==> src/rtl/parity_pkg.sv <==
// Shared types and constants for the 4-bit parity serial receiver.
package parity_pkg;

    localparam int NIBBLE_W  = 4;
    localparam int ERR_CNT_W = 8;
    localparam int CNT_W     = $clog2(NIBBLE_W);

    typedef enum logic [1:0] {
        IDLE = 2'd0,
        DATA = 2'd1,
        PAR  = 2'd2,
        STOP = 2'd3
    } rx_state_t;

    // True when the received nibble plus parity bit disagree with the selected sense.
    function automatic logic parity_mismatch(
        input logic [NIBBLE_W-1:0] nibble,
        input logic                pbit,
        input logic                odd
    );
        return ((^nibble) ^ pbit) != odd;
    endfunction

endpackage

==> src/rtl/sync2.sv <==
// Two-flop synchronizer for an asynchronous single-bit input; reset value selectable.
module sync2 #(
    parameter logic RST_VAL = 1'b1
) (
    input  logic clk,
    input  logic rst_n,
    input  logic din,
    output logic dout
);

    logic [1:0] sync_reg;

    always_ff @(posedge clk or negedge rst_n) begin
        if (!rst_n) begin
            sync_reg <= {2{RST_VAL}};
        end else begin
            sync_reg <= {sync_reg[0], din};
        end
    end

    assign dout = sync_reg[1];

endmodule

==> src/rtl/parity_rx4.sv <==
// Serial receiver: start, 4 data bits LSB first, parity, stop; one bit per bit_en strobe.
// Optional saturating error counter output err_cnt when ERR_CNT_EN is defined.
module parity_rx4
    import parity_pkg::*;
#(
    parameter bit PARITY_ODD = 1'b0,
    parameter bit STOP_CHK   = 1'b1
) (
    input  logic                clk,
    input  logic                rst_n,
    input  logic                bit_en,
    input  logic                sin,
    output logic [NIBBLE_W-1:0] data,
    output logic                valid,
    output logic                par_err,
    output logic                frm_err,
    output logic                led
`ifdef ERR_CNT_EN
    ,
    output logic [ERR_CNT_W-1:0] err_cnt
`endif
);

    logic s_sin;

    rx_state_t              state_reg, state_next;
    logic [CNT_W-1:0]       cnt_reg, cnt_next;
    logic [NIBBLE_W-1:0]    shift_reg, shift_next;
    logic                   pbit_reg, pbit_next;
    logic [NIBBLE_W-1:0]    data_reg;
    logic                   led_reg;
    logic                   valid_reg, valid_next;
    logic                   par_err_reg, par_err_next;
    logic                   frm_err_reg, frm_err_next;
    logic                   stop_ok;
    logic                   mismatch;

    sync2 #(
        .RST_VAL(1'b1)
    ) u_sync (
        .clk  (clk),
        .rst_n(rst_n),
        .din  (sin),
        .dout (s_sin)
    );

    always_ff @(posedge clk or negedge rst_n) begin
        if (!rst_n) begin
            state_reg <= IDLE;
            cnt_reg   <= '0;
            shift_reg <= '0;
            pbit_reg  <= 1'b0;
        end else begin
            state_reg <= state_next;
            cnt_reg   <= cnt_next;
            shift_reg <= shift_next;
            pbit_reg  <= pbit_next;
        end
    end

    always_comb begin
        state_next = state_reg;
        if (bit_en) begin
            case (state_reg)
                IDLE:    if (!s_sin) state_next = DATA;
                DATA:    if (cnt_reg == CNT_W'(NIBBLE_W - 1)) state_next = PAR;
                PAR:     state_next = STOP;
                STOP:    state_next = IDLE;
                default: state_next = IDLE;
            endcase
        end
    end

    always_comb begin
        cnt_next   = cnt_reg;
        shift_next = shift_reg;
        pbit_next  = pbit_reg;
        if (bit_en) begin
            case (state_reg)
                IDLE: if (!s_sin) cnt_next = '0;
                DATA: begin
                    shift_next[cnt_reg] = s_sin;
                    cnt_next            = cnt_reg + CNT_W'(1);
                end
                PAR:  pbit_next = s_sin;
                default: ;
            endcase
        end
    end

    // A bad stop bit drops the frame, so it outranks any parity result.
    assign stop_ok  = s_sin || !STOP_CHK;
    assign mismatch = parity_mismatch(shift_reg, pbit_reg, PARITY_ODD);

    always_comb begin
        valid_next   = 1'b0;
        par_err_next = 1'b0;
        frm_err_next = 1'b0;
        if (bit_en && state_reg == STOP) begin
            if (!stop_ok) begin
                frm_err_next = 1'b1;
            end else if (mismatch) begin
                par_err_next = 1'b1;
            end else begin
                valid_next = 1'b1;
            end
        end
    end

    always_ff @(posedge clk or negedge rst_n) begin
        if (!rst_n) begin
            data_reg    <= '0;
            led_reg     <= 1'b0;
            valid_reg   <= 1'b0;
            par_err_reg <= 1'b0;
            frm_err_reg <= 1'b0;
        end else begin
            valid_reg   <= valid_next;
            par_err_reg <= par_err_next;
            frm_err_reg <= frm_err_next;
            if (valid_next) begin
                data_reg <= shift_reg;
                led_reg  <= ^shift_reg;
            end
        end
    end

    assign data    = data_reg;
    assign led     = led_reg;
    assign valid   = valid_reg;
    assign par_err = par_err_reg;
    assign frm_err = frm_err_reg;

`ifdef ERR_CNT_EN
    logic [ERR_CNT_W-1:0] err_cnt_reg;

    always_ff @(posedge clk or negedge rst_n) begin
        if (!rst_n) begin
            err_cnt_reg <= '0;
        end else if ((par_err_reg || frm_err_reg) && err_cnt_reg != '1) begin
            err_cnt_reg <= err_cnt_reg + ERR_CNT_W'(1);
        end
    end

    assign err_cnt = err_cnt_reg;
`endif

endmodule

==> config.mk <==
export PLATFORM = sky130hd
export DESIGN_NAME = parity_rx4
export DESIGN_NICKNAME = d
export VERILOG_FILES = /design/src/rtl/parity_pkg.sv /design/src/rtl/sync2.sv /design/src/rtl/parity_rx4.sv
export SDC_FILE = /design/constraint.sdc
export NUM_CORES = 1
export LEC_CHECK = 0
export BUFFER_PORTS_ARGS = -buffer_cell sky130_fd_sc_hd__buf_4
export CORE_UTILIZATION = 45
export DETAILED_ROUTE_END_ITERATION = 6
export PLACE_DENSITY_LB_ADDON = 0.05
export SYNTH_ARGS = -nofsm -noshare
export SYNTH_HDL_FRONTEND = slang
export SYNTH_SLANG_ARGS = --single-unit
==> constraint.sdc <==
create_clock -name clk -period 2.6 [get_ports clk]
set_clock_uncertainty 0.1 [all_clocks]
set_input_delay 0.52 -clock clk [delete_from_list [all_inputs] [get_ports clk]]
set_output_delay 0.52 -clock clk [all_outputs]
set_load 0.01 [all_outputs]
==> results of run 1 <==
-- worst paths after layout --
path / start / endpoint / cells past startpoint
hold reg to reg: u_sync.sync_reg[0] / u_sync.sync_reg[1] / 0
max in group asynchronous: rst_n / u_sync.sync_reg[0] / 2
min in group asynchronous: rst_n / data[3] / 2
setup / recovery: shift_reg[3] / data[1] / 4
setup reg to reg: shift_reg[3] / data[1] / 4
hold / removal: sin / u_sync.sync_reg[0] / 1
-- final cells by class --
cell class	count	area [um2]	share of cell area [%]
flip-flops and latches	19	478.0	44.68
multi-input cells	45	411.6	38.48
repair buffers	12	92.59	8.655
well taps	27	33.78	3.158
inverters	7	26.28	2.456
clock buffers	3	22.52	2.105
clock inverters	1	5.005	0.4678
-- power groups by stage --
stage / registers [mW] / clock network, mW / logic, mW
5_1_grt: 0.512 / 0.171 / 0.631
3_5_place_dp: 0.503 / 0 / 0.575
6_report: 0.494 / 0.146 / 0.567
2_1_floorplan: 0.502 / 0 / 0.413
4_1_cts: 0.496 / 0.155 / 0.577
3_3_place_gp: 0.497 / 0 / 0.563
-- per-stage QoR --
step	utilization (%)	hold slack [ps]	cells	area, um2
floorplan	-	124.4	74	928.4
global placement	53.16	246.6	109	1032
detailed placement	53.16	248.5	109	1032
CTS	55.09	210.0	114	1070
global route	55.09	193.4	114	1070
finish	55.09	224.8	114	1070
-- cell families (layout without fill, tap and decap cells) --
kind of cell | Yosys count | after routing | synth area share [%]
XOR/XNOR | 4 | 4 | 5.256
multiplexers | 10 | 10 | 13.75
flip-flops | 19 | 19 | 51.48
AND/OR/NAND/NOR | 14 | 14 | 7.681
adder cells (fa/ha/maj) | 9 | 9 | 12.13
AO/OA/AOI/OAI | 8 | 8 | 5.526
buffers and inverters | 10 | 23 | 4.178
-- worst max-delay path, delay by kind of cell, from the launching register on --
family | cells | cell delay, ps
flops | 1 | 420
xor+xnor | 2 | 720
mux | 1 | 310
simple gates | 1 | 140
-- layer usage --
layer	vias to the layer above	global-route usage [%]	wire length, um
met4	0	6.857	13
met5	-	0	0
met1	273	19.04	633
li1	273	-	-
met2	13	22.74	658
met3	2	6.792	68
-- cells in the final DEF, fill, tap and decap left out, drive strengths merged, types with 3 or more instances in the layout --
| cell type | instances |
|---|---|
| mux2 | 10 |
| buf | 11 |
| nand2 | 4 |
| dfrtp | 17 |
| o21ai | 4 |
| nand3 | 6 |
| clkbuf | 3 |
| ha | 9 |
| inv | 7 |
==> flow_summary.ini, run 1 <==
[outcome]
status = complete, no violations

[sta]
finalCritPeriodShare_pct = 68.87
max_slew.worst_pin.slew_ps = 346.7
final.setup.tns_ps = 0
relSlewSlack_pct = 76.68
slew_violations = 0
fmax_ghz = 0.5585
hold_viol_final = 0
fin_crit_ps = 1791
rsz0062_at_grt = false
setup_violations = 0
final.setup.worst_slack_ps = 809.3

[placement]
dp_hpwl_um = 1042
gp_congestion = 0.6660
port_buffers = 11
post-place-ws_ps = 815.9

[logic_synthesis]
synth.most_common_cell = dfrtp_1
yosys-top-cells-count = dfrtp_1 (17), ha_1 (9), inv_1 (7)
ys_seq_area_share_pct = 51.48
avgSynthCellArea_um2 = 12.55
synthDominantCellAreaShare_pct = 45.82
synthTopCellsByArea = dfrtp_1 (46%), ha_1 (12%), mux2_2 (7.3%)
synth_top_area_cell = dfrtp_1
synth_nets = 87
syn-cell-area_um2 = 928.4
synthFlopType = dfrtp_1
synth.distinct_cells = 21
syn_inst = 74
ys_ff_latch = 19
ys_async_sr_fraction_pct = 100.0
yosysWarnings = 0
synth_edf_count = 0

[power_and_ir_drop]
switching_share_pct = 36.46
power.share.clock_pct = 12.1
pwr-share-comb_pct = 47.0
power_mw = 1.207
p_per_area_mw_per_mm2 = 1129
p_leak_nw = 0.5466
p_int_mw = 0.7672
p_switching_mw = 0.4402
p_seq_share_pct = 40.9
peakVddDrop_v = 0.0005198

[layout]
area_growth_syn_to_layout_pct = 15.23
drive_above_1_share_pct = 32.18
antenna_cells = 0
fillers = 166
finalNetCount = 101

[clock_tree]
post_cts_buffers = 0
cts_resized = 0
cts.sinks = 19
cts_tree = built
postCtsHoldBufs = 1
cts_buffer_depth = 2
path_clk_slew_ps = 110
cts_max_level = 1
numCtsBuffers = 3
cts_root_buf = clkbuf_4
insertion_delay_ps = 300

[drt]
wire_per_inst_um = 12.04
wirelength_um = 1373
avgViaCountPerCell = 4.921
drtIter0Drc = 9
drtPass1Iterations = 4
postRouteAntennaNets = 0
dr_total_vias = 561
drc = 0

[critical_path]
timing_worst_setup_path_type = flip-flop to flip-flop
crit_arrival_ps = 1880
end_kind = flip-flop
rrSetupSlack_ps = 810
required_ps = 2690
crit_fanout = 5
crit_slowest_cell = xnor3_1
critPathMaxStageDelay_ps = 430
worstPathCellList = xnor2_1 > xnor3_1 > nand2b_4 > mux2_4
start_kind = flip-flop

[grt]
grt.overflow.total = 0
first_global_vias = 518
grt_pass1_wl_um = 2263
antenna_found_initial = 0
grt_usage_pct = 15.24
grt_max_degree = 20

[floorplan]
start_util_pct = 47.81
core_area_mm2 = 0.001942
fp.dieArea_mm2 = 0.002249
io_pins = 12
die_h_um = 47.42
rows = 16
die_x_um = 47.42

[run]
maxCapViolCount = 0

[worst_hold_path]
hold_path_class = primary input to flip-flop
Power figures use the tool's default switching activity.
==> run 2, diff against run 1 <==
clock period = 1.6 ns   (was 2.6 ns; I/O delays follow)
==> flow_summary.ini, run 2 (synthesized netlist as in run 1, its figures left out) <==
[floorplan]
die_h_um = 47.42
fp.dieArea_mm2 = 0.002249
die_x_um = 47.42
start_util_pct = 47.81
core_area_mm2 = 0.001942
io_pins = 12
rows = 16

[layout]
layout_common_cells = buf_4 (22), dfrtp_1 (17), ha_1 (9), inv_1 (7)
area_growth_syn_to_layout_pct = 26.55
antenna_cells = 0
post-route-util_pct = 60.50
fillers = 161
final_common_cell = buf_4
drive_above_1_share_pct = 43.88
finalNetCount = 112

[power_and_ir_drop]
pwr-share-comb_pct = 53.4
peakVddDrop_v = 0.0009349
p_seq_share_pct = 36.0
p_leak_nw = 0.6088
p_switching_mw = 0.7646
switching_share_pct = 34.19
p_per_area_mw_per_mm2 = 1903
power.share.clock_pct = 10.6
p_int_mw = 1.471
power_mw = 2.236

[critical_path]
r2r-start = shift_reg[2]
reg2reg_to = data[3]
required_ps = 1680
rr_worst_depth = 4
start_kind = flip-flop
worstPathCellList = xnor2_2 > xnor3_2 > nand2b_4 > mux2_4
crit_arrival_ps = 1770
crit_slowest_cell = dfrtp_1
critPathLaunch = shift_reg[2]
timing.critical_path.buf_inv = 0
rrSetupSlack_ps = -90
end_kind = flip-flop
crit_end = data[3]
critPathMaxStageDelay_ps = 420
crit_fanout = 5
critPathTopFamily = XOR/XNOR gates
cp.depth = 4
timing_worst_setup_path_type = flip-flop to flip-flop

[clock_tree]
insertion_delay_ps = 290
cts_max_level = 1
cts.sinks = 19
path_clk_slew_ps = 110
numCtsBuffers = 3
cts_buffer_depth = 2
cts_root_buf = clkbuf_4
cts_tree = built

[placement]
gp_congestion = 0.7223
dp_hpwl_um = 1041
port_buffers = 11

[drt]
postRouteAntennaNets = 0
drc = 0
wire_per_inst_um = 11.26
avgViaCountPerCell = 4.640
drtIter0Drc = 3
wirelength_um = 1408
dr_total_vias = 580
drtPass1Iterations = 3

[sta]
max_slew.worst_pin.slew_ps = 249.7
hold_viol_final = 0
final.setup.worst_slack_ps = -85.08
rsz0062_at_grt = true
finalCritPeriodShare_pct = 105.3
relSlewSlack_pct = 83.17
setup_violations = 4
slew_violations = 0
fin_crit_ps = 1685
fmax_ghz = 0.5934
hold_ws_ps = 30.60

[grt]
grt_max_degree = 20
grt_usage_pct = 15.04
grt.overflow.total = 0
first_global_vias = 525
grt_pass1_wl_um = 2256
antenna_found_initial = 0

[outcome]
status = finished with violations
violations = setup timing

[run]
maxCapViolCount = 0

[worst_hold_path]
hold_path_class = primary input to flip-flop
==> run 2: cell type report <==
class	instances	area [um2]	share of cell area, %
clock buffer	4	26.28	2.236
sequential	19	478.0	40.68
inverter	7	26.28	2.236
multi-input combinational	45	435.4	37.06
timing repair buffer	23	175.2	14.91
tap	27	33.78	2.875
==> run 2: worst min-delay path by stage <==
stage / startpoint / endpoint / cells past startpoint
finish: sin / u_sync.sync_reg[0] / 1
global route: sin / u_sync.sync_reg[0] / 1
CTS: sin / u_sync.sync_reg[0] / 1
detailed placement: rst_n / valid / 1
global placement: rst_n / valid / 1
floorplan: rst_n / cnt_reg[0] / 0
==> run 2: layer usage <==
| metal | GRT usage [%] | share of wire, % | vias up |
|---|---|---|---|
| met1 | 18.90 | 46 | 272 |
| met5 | 0 | 0 | - |
| li1 | - | - | 297 |
| met2 | 23.84 | 50 | 9 |
| met3 | 2.264 | 2.4 | 2 |
| met4 | 10.29 | 0.99 | 0 |
==> run 2: repair_timing <==
item / CTS / global route
hold buffers: 1 / 0
buffers inserted: 1 / 2
gates resized for setup: 1 / 4
setup endpoints to repair: 5 / 7
endpoints found under the hold margin: 17 / 0
gates cloned: 0 / 0
pin swaps: 0 / 2
==> run 2: metrics by stage <==
stage,instance area (um2),instances,setup TNS [ps],setup WS (ps)
finish,1175,125,-308.9,-85.08
floorplan,944.7,74,-105.9,-24.93
global placement,1107,117,-68.20,-16.10
CTS,1151,123,-218.9,-59.66
global route,1175,125,-476.8,-124.3
detailed placement,1107,117,-182.3,-45.99
==> run 2: worst register-to-register path, delay by kind of cell (launching register included) <==
kind	cells	cell delay, ps
flip-flops	1	420
XOR/XNOR	2	620
AND/OR/NAND/NOR	1	130
multiplexers	1	300
==> run 2: power by group through the flow <==
stage,registers [mW],clock network [mW],logic [mW]
after floorplan,0.831,0,0.706
after global placement,0.819,0,1.10
after detailed placement,0.823,0,1.11
after CTS,0.811,0.250,1.12
after global routing,0.835,0.270,1.32
final,0.805,0.237,1.19
